## src/rtl/if_stage.sv

```systemverilog
// if_stage -- PC generation and instruction fetch for the five-stage MIPS pipe.
//
// Issues instruction-SRAM reads and hands {ce, pc} to decode. A taken branch
// from decode redirects the next PC in the same cycle; a branch that arrives
// while this stage is stalled is parked in a one-entry buffer and replayed on
// the first unstalled edge.
//
// Ports:
//   clk, rst          clock; synchronous active-high reset
//   stall[StallBus]   pipeline stall vector, bit 0 freezes PC/CE
//   br_bus[32:0]      {br_e, br_addr} from decode (combinational)
//   if_to_id_bus      {ce, pc} to decode
//   inst_sram_*       instruction SRAM read port (never writes)
//   fetch_adel        misaligned-fetch flag for the exception path
module if_stage #(
  parameter logic [31:0] RESET_PC = 32'hBFBF_FFFC,
  parameter int          StallBus = 6
) (
  input  logic                clk,
  input  logic                rst,
  input  logic [StallBus-1:0] stall,
  input  logic [32:0]         br_bus,
  output logic [32:0]         if_to_id_bus,
  output logic                inst_sram_en,
  output logic [3:0]          inst_sram_wen,
  output logic [31:0]         inst_sram_addr,
  output logic [31:0]         inst_sram_wdata,
  output logic                fetch_adel
);

  localparam logic Stop = 1'b1;

  logic        br_e;
  logic [31:0] br_addr;
  logic [31:0] pc_r, pc_next, pend_addr;
  logic        ce_r, pend_v;
  logic        stalled;

  assign {br_e, br_addr} = br_bus;
  assign stalled         = (stall[0] == Stop);

  // Only bit 0 matters here; the rest of the vector belongs to later stages.
  logic unused_stall;
  assign unused_stall = ^stall[StallBus-1:1];

  // A live branch beats a buffered one: decode only raises br_e for the
  // newest branch, so anything still pending is stale by then.
  always_comb begin
    pc_next = pc_r + 32'd4;
    if (br_e)        pc_next = br_addr;
    else if (pend_v) pc_next = pend_addr;
  end

  always_ff @(posedge clk) begin
    if (rst) begin
      pc_r      <= RESET_PC;
      ce_r      <= 1'b0;
      pend_v    <= 1'b0;
      pend_addr <= 32'd0;
    end else if (stalled) begin
      // PC/CE freeze; latest branch seen during the stall wins the buffer.
      if (br_e) begin
        pend_v    <= 1'b1;
        pend_addr <= br_addr;
      end
    end else begin
      ce_r   <= 1'b1;
      pc_r   <= pc_next;
      pend_v <= 1'b0;
    end
  end

  assign if_to_id_bus    = {ce_r, pc_r};
  assign inst_sram_en    = ce_r;
  assign inst_sram_addr  = pc_r;
  assign inst_sram_wen   = 4'b0000;
  assign inst_sram_wdata = 32'd0;
  // Misaligned targets are fetched as-is; the exception path decides.
  assign fetch_adel      = ce_r & (pc_r[1:0] != 2'b00);

endmodule

```

## config.mk

```make
export PLATFORM = sky130hd
export DESIGN_NAME = if_stage
export DESIGN_NICKNAME = d
export VERILOG_FILES = /design/src/rtl/if_stage.sv
export SDC_FILE = /design/constraint.sdc
export NUM_CORES = 1
export LEC_CHECK = 0
export BUFFER_PORTS_ARGS = -buffer_cell sky130_fd_sc_hd__buf_2
export CAP_MARGIN = 20
export CORE_ASPECT_RATIO = 1.5
export CORE_MARGIN = 1
export CORE_UTILIZATION = 45
export CTS_BUF_LIST = sky130_fd_sc_hd__clkbuf_8
export CTS_CLUSTER_DIAMETER = 80
export DETAILED_ROUTE_END_ITERATION = 12
export PLACE_DENSITY_LB_ADDON = 0.2
export SETUP_SLACK_MARGIN = 0.1
export SYNTH_ARGS = -nofsm -noshare
export SYNTH_HDL_FRONTEND = slang
export SYNTH_SLANG_ARGS = --single-unit
```

## constraint.sdc

```tcl
create_clock -name clk -period 3.2 [get_ports clk]
set_clock_uncertainty 0.1 [all_clocks]
set_input_delay 0.32 -clock clk [delete_from_list [all_inputs] [get_ports clk]]
set_output_delay 0.32 -clock clk [all_outputs]
set_load 0.02 [all_outputs]
```

## After elaboration in Yosys (flattened, before gate mapping)

Index checks and enable logic that the tools add are counted.

| storage, ports and cells | value |
|---|---|
| register bits after elaboration | 66 |
| output and inout port bits | 103 |
| logic and storage cells | 12 |

| operators by class | value |
|---|---|
| $add $sub $neg | 1 |
| multiplexer cells | 2 |
| bitwise operators | 2 |
| reductions and logical operators | 3 |

Operator list:

| cell | number |
|---|---|
| 32-bit 2-to-1 mux | 2 |
| 32-bit by 3-bit adder with 32-bit output (second input constant) | 1 |
| 2-bit AND reduction | 1 |
| 2-bit nonzero test | 1 |
| 2-bit OR reduction | 1 |
| 1-bit bitwise AND | 1 |
| 1-bit NOT | 1 |

## Logic depth before layout (Yosys ltp)

Gate-level depths: netlist (run 1).

| depth | value |
|---|---|
| word-level depth | 3 |
| mapped depth | 8 |
| depth with buffers taken out | 6 |

## Least setup slack after synthesis (run 1)

No wires, ideal clock.

| timing path | value |
|---|---|
| path kind | reg2reg |
| start point | register pc_r[7] (netlist: inst_sram_addr[7]) |
| end point | register pc_r[28] (netlist: inst_sram_addr[28]) |
| data arrival time | 1.981 ns |
| data required time | 3.042 ns |
| path slack | 1.061 ns |
| cell stages (with the launch flop) | 7 |
| period minus slack after synthesis | 2.139 ns |
| cell sequence | dfxtp_1 > nand3_2 > or4_1 > buf_2 > or4_1 > a21oi_1 > o21a_1 |

| between the ends | value |
|---|---|
| cells in the longest elaborated chain, start to end | 3 |

Ends and longest elaborated chain:

| element | RTL line | text |
|---|---|---|
| from (decl) | 35 | `logic [31:0] pc_r, pc_next, pend_addr;` |
| from (signal assigned) | 68 | `pc_r <= pc_next;` |
| 32-bit by 3-bit adder with 32-bit output | 49 | `pc_next = pc_r + 32'd4;` |
| 32-bit 2-to-1 mux | 51 | `else if (pend_v) pc_next = pend_addr;` |
| 32-bit 2-to-1 mux | 50 | `if (br_e) pc_next = br_addr;` |

No other way between the ends.
A chain may end at the register's enable or synchronous reset.

## Final worst setup path (run 1)

| timing path | value |
|---|---|
| start point | register pc_r[7] (netlist: inst_sram_addr[7]) |
| end point | register pc_r[25] (netlist: inst_sram_addr[25]) |

Same word-level chain as after synthesis.

==> results of run 1 <==
==> through the flow <==
step                      cell area, sq um  hold WS, ns  worst slack (ns)  utilization (%)  instances
after floorplan                       3920        0.331              1.06                -        539
after global placement                3980        0.337             0.965             49.1        651
after detailed placement              3980        0.344             0.945             49.1        651
after CTS                             4120        0.109             0.915             50.8        664
after global routing                  4120        0.127             0.722             50.8        664
final                                 4120        0.119             0.904             50.8        664
==> cells in the mapped netlist, types with 2 or more instances <==
cell       number  share of area [%]
a211o_1         2               0.46
a211oi_1        3               0.59
a21oi_1        74                9.8
a221o_1        10                2.6
a221oi_1       10                2.3
a2bb2oi_1       5                1.2
a311oi_1        2               0.46
and3_1          6               0.99
and3b_1         2               0.46
and4_1          4               0.92
buf_1           5               0.50
buf_4          69                 14
clkbuf_1       28                2.8
dfxtp_1        66                 35
inv_1          11                1.1
mux2i_1         3               0.79
nand2_1        83                8.2
nand2b_1        5               0.83
nand3_1        10                1.3
nand4_1         7                1.2
nor2_1         23                2.3
nor2b_1         2               0.33
nor3_1          9                1.2
nor4_1          7                1.2
o21a_1          5               0.99
o21ai_0        24                3.2
o22a_1          4               0.92
o22ai_1         2               0.33
or2_2           3               0.50
or4_1           2               0.40
==> per-layer routing <==
layer / wire length (microns) / GRT usage, %
met3: 513 / 2.55
met2: 4700 / 37.0
met5: 0 / 0
met4: 309 / 13.8
met1: 4280 / 30.1
==> worst paths after layout <==
path	end	slack [ns]	cells after the start
worst max register to register	inst_sram_addr[25]$_SDFFE_PP1N_	0.90	5
worst min register to register	pend_addr[0]$_SDFFE_PP0P_	0.35	2
worst max-delay path	inst_sram_addr[25]$_SDFFE_PP1N_	0.90	5
worst min-delay path	pend_addr[0]$_SDFFE_PP0P_	0.12	3
==> cells by family after synthesis <==
| kind of cell | Yosys count |
|---|---|
| buffers and inverters | 114 |
| other | 1 |
| AO/OA/AOI/OAI | 149 |
| AND/OR/NAND/NOR | 170 |
| flip-flops | 66 |
| multiplexers | 3 |
| adder cells (fa/ha/maj) | 1 |
==> power by group <==
part	leakage (nW)	internal [mW]	switching (mW)
clock network	0.0846	0.258	0.298
logic	1.15	0.170	0.360
registers	0.544	0.878	0.0640
total	1.78	1.31	0.722
==> sequential cells by signal, indices dropped and copies added (netlist names) <==
| register | cells |
|---|---|
| inst_sram_en | 1 |
| pend_addr | 32 |
| inst_sram_addr | 32 |
| pend_v | 1 |
==> cell type report <==
type | count | area, sq um | share of cell area (%)
multi-input cells | 359 | 1910 | 46.5
clock buffers | 9 | 124 | 3.01
inverters | 11 | 41.3 | 1.00
repair buffers | 110 | 571 | 13.9
flip-flops and latches | 66 | 1320 | 32.1
clock inverters | 4 | 16.3 | 0.395
well taps | 105 | 131 | 3.19
==> worst max-delay path: cells and delay by family (launching register included) <==
kind / cells / cell delay, ns
flops: 1 / 0.45
compound gates: 2 / 0.30
simple gates: 3 / 1.32
==> reports/qor.yml, run 1 <==
status:
  status: "complete, no violations"
detailed_routing:
  wl_microns: 9800
  wire_per_inst_microns: 14.8
  drc: 0
  ant_nets: 0
  vias: 3665
  drt_pre_antenna_iters: 6
  drtIter0Drc: 235
  avgViaCountPerCell: 5.52
flow_run:
  drv_cap: 0
die:
  die_area_sq_um: 8800
  core_sq_um: 8110
  die_x_microns: 76.9
  ioPinCount: 144
  rows: 40
  die_y_microns: 114
  start_util_pct: 46.8
cts:
  numCtsBuffers: 9
  ctsResizeCount: 0
  root_buffer: "clkbuf_8"
  clkSinkCount: 66
  htreeDepth: 3
  cts_buffer_depth: 2
  clk_latency_ns: 0.34
  clkSlewWorstSetupHoldPaths_ns: 0.07
  postCtsHoldBufs: 0
  cts_tree: "done"
  postCtsSetupBuffers: 0
setup_path:
  regToRegStartpoint: "inst_sram_addr[7]$_SDFFE_PP1N_"
  cp-startpoint: "inst_sram_addr[7]$_SDFFE_PP1N_"
  crit_required_ns: 3.32
  cpMaxStageDelayCell: "or4_1"
  startpoint_type: "register"
  critPathKind: "reg -> reg"
  cp.arrival_ns: 2.42
  endpoint_kind: "register"
  cp_slowest_stage_delay_ns: 0.71
  crit_chain: "nand3_2 > or4_1 > nor4_1 > o21ai_0 > o21bai_1"
  crit_fanout: 8
power_and_ir_drop:
  power.total_mw: 2.03
  p_per_area_nw_per_um2: 493
  ir_drop_mv: 0.242
  leakagePower_nw: 1.78
cells_and_area:
  drive_above_1_share_pct: 22.4
  final_common_cell: "buf_2"
  num_antenna_cells: 0
  nets: 599
  fillerInstances: 834
  area_delta_synth_final_pct: 8.61
  final_cell_mix: "buf_2 (102), nand2_1 (83), a21oi_1 (74)"
sta:
  finalCritPeriodShare_pct: 71.8
  slew_headroom_pct: 43.3
  worst_slew_pin_slew_ns: 0.842
  setup_viol: 0
  fmax_mhz: 435
  slew_violations: 0
  hold_viol: 0
  min_period_ns: 2.30
  tns_ns: 0
  rsz0062_at_grt: "no"
synthesis:
  async_flop_share_pct: 0
  synth_mux_area_share_pct: 0.792
  synth_compound_area_share_pct: 24.6
  synth_xor_area_share_pct: 0
  ys.flop_type: "dfxtp_1"
  ys.warnings.count: 0
  synth_top_family_by_area: "compound AO/OA/AOI/OAI gates"
  synth-edff-count: 0
  syn_inst: 504
  postSynthAreaPerCell_sq_um: 7.52
  synthesis.area_sq_um: 3790
  yosys.area_share.adder_pct: 0.330
  synth_cell_types: 48
  yosysSeqAreaShare_pct: 34.9
  yosys.area_share.simple_pct: 21.2
  ys_ff_latch: 66
worst_hold_path:
  min_from: "br_bus[0]"
  hp-class: "in -> reg"
global_routing:
  grt_max_degree: 44
  grt_pass1_vias: 3242
  antenna_found_initial: 0
  overflow: 0
  gr-usage-all-layers_pct: 23.2
  grt_pass1_wl_microns: 16000
placed_design:
  hpwlAfterDp_microns: 6840
  gp_congestion: 0.848
  io_buffers: 102
Note: power is estimated with default switching activity, not from simulation.
==> run 2, diff against run 1 <==
- ABC_AREA: default -> 1
- clock period: 3.2 -> 1.95 ns (I/O delays scaled with it)
==> run 2 against run 1 <==
Against the previous run: first-iteration DRC count fell by 9.4%; combinational power rose by 96%; non-clock buffer count rose by 12; utilization rose by 1.0 points; global-route usage rose by 1.2 points; critical path depth rose by 1; final cell count rose by 17%; sequential share of layout area fell by 3.0 points; count of clock-buffer cells in the layout did not move; wire length rose by 13%; hold slack got worse by 0.11 ns; critical path type is now in -> reg; largest power group unchanged.
==> reports/qor.yml, run 2 <==
setup_path:
  endpoint_kind: "register"
  regToRegStartpoint: "inst_sram_addr[3]$_SDFFE_PP1N_"
  ff2ff_path_depth: 8
  startpoint_type: "primary input"
  critPathKind: "in -> reg"
  r2r_slack_ns: 0.29
  crit_required_ns: 2.08
  reg2reg_to: "inst_sram_addr[14]$_SDFFE_PP1N_"
  crit_fanout: 20
  cp.arrival_ns: 1.93
sta:
  worst_slew_pin_slew_ns: 0.588
  rsz0062_at_grt: "no"
  fmax_mhz: 556
  setup_viol: 0
  hold_viol: 0
  min_period_ns: 1.80
  tns_ns: 0
  finalCritPeriodShare_pct: 92.2
  slew_violations: 0
  slew_headroom_pct: 60.8
cts:
  clk_latency_ns: 0.36
  clkSlewWorstSetupHoldPaths_ns: 0.07
  cts_buffer_depth: 2
  clkSinkCount: 66
  postCtsSetupBuffers: 0
  numCtsBuffers: 9
  htreeDepth: 3
  cts_tree: "done"
  root_buffer: "clkbuf_8"
global_routing:
  gr-usage-all-layers_pct: 24.4
  antenna_found_initial: 0
  overflow: 0
  grt_max_degree: 35
  grt_pass1_vias: 3603
  grt_pass1_wl_microns: 17300
cells_and_area:
  fillerInstances: 957
  drive_above_1_share_pct: 24.7
  post-route-util_pct: 51.8
  nets: 709
  area_delta_synth_final_pct: 12.6
  num_antenna_cells: 0
  postLayoutCellArea_sq_um: 4540
  final_cell_mix: "nand2_1 (113), buf_2 (102), nor2_1 (100)"
  final_common_cell: "nand2_1"
power_and_ir_drop:
  ir_drop_mv: 0.396
  sw_frac_of_total_pct: 36.5
  switching_power_mw: 1.35
  clkPwrFrac_pct: 29.6
  leakagePower_nw: 2.24
  combPwrFrac_pct: 28.2
  p_int_mw: 2.35
  p_seq_share_pct: 42.2
  p_per_area_nw_per_um2: 815
detailed_routing:
  vias: 3896
  wl_microns: 11000
  drtIter0Drc: 213
  ant_nets: 0
  avgViaCountPerCell: 5.00
  drc: 0
  drt_pre_antenna_iters: 7
  wire_per_inst_microns: 14.2
synthesis:
  synth_compound_area_share_pct: 18.1
  synth_common_cells: "nand2_1 (113), nor2_1 (100), buf_4 (71)"
  yosysSeqAreaShare_pct: 32.7
  synth_xor_area_share_pct: 1.52
  yosys.area_share.adder_pct: 0.310
  postSynthAreaPerCell_sq_um: 6.85
  yosys.area_share.simple_pct: 27.7
  async_flop_share_pct: 0
  synth_top_family_by_area: "simple AND/OR/NAND/NOR gates"
  ys.flop_type: "dfxtp_1"
  yosys-top-cells-area: "dfxtp_1 (33%), buf_4 (13%), nand2_1 (11%)"
  yosysMostFrequentCell: "nand2_1"
  yosys.area.top_type: "dfxtp_1"
  synthesis.area_sq_um: 4040
  yosysTopAreaCellShare_pct: 32.7
  ys.warnings.count: 0
  ys_ff_latch: 66
  synth_mux_area_share_pct: 0
  synth_cell_types: 29
  syn_inst: 589
  synth-edff-count: 0
worst_hold_path:
  min_from: "br_bus[26]"
  holdPathEnd: "pend_addr[26]$_SDFFE_PP0P_"
  hp-class: "in -> reg"
  hold_depth: 3
die:
  core_sq_um: 8780
  start_util_pct: 46.0
  ioPinCount: 144
  die_y_microns: 118
  die_x_microns: 79.3
  die_area_sq_um: 9360
  rows: 42
status:
  status: "complete, no violations"
flow_run:
  drv_cap: 0
placed_design:
  hpwlAfterDp_microns: 8240
  io_buffers: 102
  placed_cell_area_sq_um: 4330
  gp_congestion: 0.914
[run 2: changes by cell type after synthesis, moves of 9 or more]
cell and change:
nor2_1 +77, a21oi_1 -35, inv_1 +31, nand2_1 +30, a221oi_1 +18, clkbuf_1 -17, o21ai_0 +15, nor2_2 +13
a221o_1 -10, nor3_1 -9
[run 2: power groups by stage]
| stage | combinational, mW | sequential (mW) | clock, mW |
|---|---|---|---|
| floorplan | 0.793 | 1.64 | 0 |
| global placement | 1.02 | 1.59 | 0 |
| detailed placement | 1.03 | 1.59 | 0 |
| CTS | 1.04 | 1.56 | 1.11 |
| global route | 1.16 | 1.58 | 1.17 |
| finish | 1.04 | 1.56 | 1.10 |
[run 2: kinds of logic (layout without fill, tap and decap cells)]
group                    count (synthesis)  count (layout)
buffers and inverters                  136             181
adder cells (fa/ha/maj)                  1               1
XOR/XNOR                                 7               7
AND/OR/NAND/NOR                        259             259
other                                    1              36
AO/OA/AOI/OAI                          119             119
flip-flops                              66              66
[run 2: stage by stage]
stage               instances  hold WS (ns)  setup slack (ns)  power (mW)
finish                    779       0.00416             0.153        3.70
floorplan                 624         0.164             0.266        2.43
detailed placement        763         0.335             0.183        2.63
CTS                       779       0.00152             0.175        3.72
global route              779       0.00904             0.125        3.91
global placement          763         0.330             0.251        2.61
[run 2: cell type report]
type / count / area [sq um] / area share (%)
clock buffer: 9 / 124 / 2.73
clock inverter: 4 / 47.5 / 1.05
inverter: 46 / 175 / 3.85
multi-input combinational: 422 / 2070 / 45.5
sequential: 66 / 1320 / 29.1
tap: 110 / 138 / 3.03
timing repair buffer: 122 / 668 / 14.7
[run 2: how the worst max path moves through the flow]
stage	cells after the start	to	startpoint	slack, ns
after floorplan	8	inst_sram_addr[14]$_SDFFE_PP1N_	inst_sram_addr[2]$_SDFFE_PP1N_	0.27
after global placement	8	inst_sram_addr[14]$_SDFFE_PP1N_	inst_sram_addr[2]$_SDFFE_PP1N_	0.25
after detailed placement	8	inst_sram_addr[14]$_SDFFE_PP1N_	inst_sram_addr[2]$_SDFFE_PP1N_	0.18
after CTS	6	inst_sram_addr[17]$_SDFFE_PP1N_	rst	0.18
after global routing	7	inst_sram_addr[16]$_SDFFE_PP1N_	rst	0.13
final	6	inst_sram_addr[17]$_SDFFE_PP1N_	rst	0.15
[run 2: per-layer routing]
layer	share of wire [%]	track usage (%)	vias up	routed length, microns
met3	5.6	4.03	23	622
met1	39	26.2	1733	4320
met2	50	42.3	170	5560
met5	0	0	-	0
li1	-	-	1970	-
met4	4.7	17.0	0	521
[run 2: what timing repair did]
item	in CTS	in global routing
hold buffers	3	0
hold endpoints to repair	5	0
resized for setup	0	3
setup endpoints to repair	0	8
[run 2: worst max-delay path: stages]
cell	delay (ns)
dlygate4sd3_1	0.53
buf_2	0.16
inv_1	0.08
nand2_2	0.26
a221oi_1	0.58
a21oi_1	0.13
==> run 3, diff against run 2 <==
- PLACE_DENSITY: default -> 0.76
- PLACE_DENSITY_LB_ADDON: 0.2 -> default
==> run 3 against run 2 <==
Against the previous run: worst setup slack improved by 0.094 ns; combinational power is essentially flat; sequential share of layout area rose by 0.43 points; die area unchanged.
==> reports/qor.yml, run 3 (same netlist as run 2, synthesis figures left out) <==
setup_path:
  crit_required_ns: 2.08
  regToRegStartpoint: "inst_sram_addr[3]$_SDFFE_PP1N_"
  r2r_slack_ns: 0.25
  reg2reg_to: "inst_sram_addr[14]$_SDFFE_PP1N_"
  endpoint_kind: "register"
  cp.arrival_ns: 1.83
  crit_fanout: 6
  startpoint_type: "register"
  critPathKind: "reg -> reg"
  ff2ff_path_depth: 8
cells_and_area:
  multiInputGateArea_sq_um: 2060
  nets: 704
  drive_above_1_share_pct: 24.1
  finalNonFillerCells: 775
  final_cell_mix: "nand2_1 (113), buf_2 (102), nor2_1 (100)"
  fillerInstances: 880
  num_antenna_cells: 0
  postLayoutCellArea_sq_um: 4480
  register_area_sq_um: 1320
  area_delta_synth_final_pct: 10.9
  post-route-util_pct: 51.0
  final_common_cell: "nand2_1"
detailed_routing:
  drt_pre_antenna_iters: 7
  wl_microns: 10300
  vias: 4020
  drc: 0
  drtIter0Drc: 270
  wire_per_inst_microns: 13.3
  ant_nets: 0
  avgViaCountPerCell: 5.19
die:
  die_x_microns: 79.3
  die_y_microns: 118
  core_sq_um: 8780
  ioPinCount: 144
  start_util_pct: 46.0
  rows: 42
  die_area_sq_um: 9360
placed_design:
  post-place-ws_ns: 0.199
  gp_congestion: 0.932
  io_buffers: 102
  placed_cell_area_sq_um: 4310
  hpwlAfterDp_microns: 7830
  dpl.cell_count: 760
power_and_ir_drop:
  leakagePower_nw: 2.22
  ir_drop_mv: 0.456
  p_per_area_nw_per_um2: 791
sta:
  min_period_ns: 1.70
  rsz0062_at_grt: "no"
  hold_viol: 0
  slew_violations: 0
  fmax_mhz: 587
  tns_ns: 0
  final.setup.worst_slack_ns: 0.247
  finalCritPeriodShare_pct: 87.3
  setup_viol: 0
global_routing:
  overflow: 0
  grt_pass1_vias: 3535
  grt_max_degree: 35
  gr-usage-all-layers_pct: 23.0
  antenna_found_initial: 0
  grt_pass1_wl_microns: 16600
worst_hold_path:
  min_from: "br_bus[12]"
  hp-class: "in -> reg"
  hold_depth: 3
  holdPathEnd: "pend_addr[12]$_SDFFE_PP0P_"
cts:
  root_buffer: "clkbuf_8"
  numCtsBuffers: 9
  clkSlewWorstSetupHoldPaths_ns: 0.06
  clkSinkCount: 66
  cts_buffer_depth: 2
  htreeDepth: 3
  clk_latency_ns: 0.35
  cts_tree: "done"
flow_run:
  drv_cap: 0
status:
  status: "complete, no violations"
-- run 3: how the worst max path moves through the flow --
| stage | from | endpoint | slack, ns |
|---|---|---|---|
| 2_1_floorplan | inst_sram_addr[2]$_SDFFE_PP1N_ | inst_sram_addr[14]$_SDFFE_PP1N_ | 0.27 |
| 3_3_place_gp | inst_sram_addr[2]$_SDFFE_PP1N_ | inst_sram_addr[14]$_SDFFE_PP1N_ | 0.23 |
| 3_5_place_dp | inst_sram_addr[2]$_SDFFE_PP1N_ | inst_sram_addr[14]$_SDFFE_PP1N_ | 0.20 |
| 4_1_cts | inst_sram_addr[2]$_SDFFE_PP1N_ | inst_sram_addr[14]$_SDFFE_PP1N_ | 0.18 |
| 5_1_grt | inst_sram_addr[3]$_SDFFE_PP1N_ | inst_sram_addr[22]$_SDFFE_PP0N_ | 0.14 |
| 6_report | inst_sram_addr[3]$_SDFFE_PP1N_ | inst_sram_addr[14]$_SDFFE_PP1N_ | 0.25 |
-- run 3: layout make-up --
cell class	instances	share of cell area, %
clock inverter	4	0.335
clock buffer	10	3.07
multi-input combinational	422	46.1
timing repair buffer	117	14.0
inverter	46	3.91
tap	110	3.07
sequential	66	29.5
-- run 3: worst max-delay path: stages (launching register included) --
cell     delay [ns]
dfxtp_1        0.39
ha_2           0.25
nand2_1        0.11
nor2_2         0.12
nand2_2        0.14
o21ai_0        0.24
nand2_1        0.07
o21ai_0        0.08
a21oi_1        0.08
-- run 3: through the flow --
stage                     hold slack, ns  total power, mW
after floorplan                    0.164             2.43
after global placement             0.332             2.59
after detailed placement           0.336             2.61
after CTS                         0.0114             3.56
after global routing              0.0249             3.74
final                             0.0210             3.54
-- run 3: report_power, final --
group	internal, mW	leakage (nW)	total (mW)	switching [mW]
registers	1.45	0.546	1.57	0.118
logic	0.326	1.58	1.02	0.698
clock network	0.463	0.0932	0.950	0.487
total	2.24	2.22	3.54	1.30
-- run 3: routing by layer --
layer | vias up | global-route usage (%) | share of wire [%]
li1 | 1960 | - | -
met1 | 1857 | 27.3 | 41
met2 | 180 | 38.7 | 50
met3 | 23 | 3.64 | 5.4
met4 | 0 | 12.3 | 3.3
met5 | - | 0 | 0
-- run 3: timing repair --
item / 4_1_cts / 5_1_grt
setup endpoints to repair: 0 / 8
buffers inserted: 0 / 0
hold endpoints to repair: 3 / 0
resized for setup: 0 / 3
hold buffers: 1 / 0
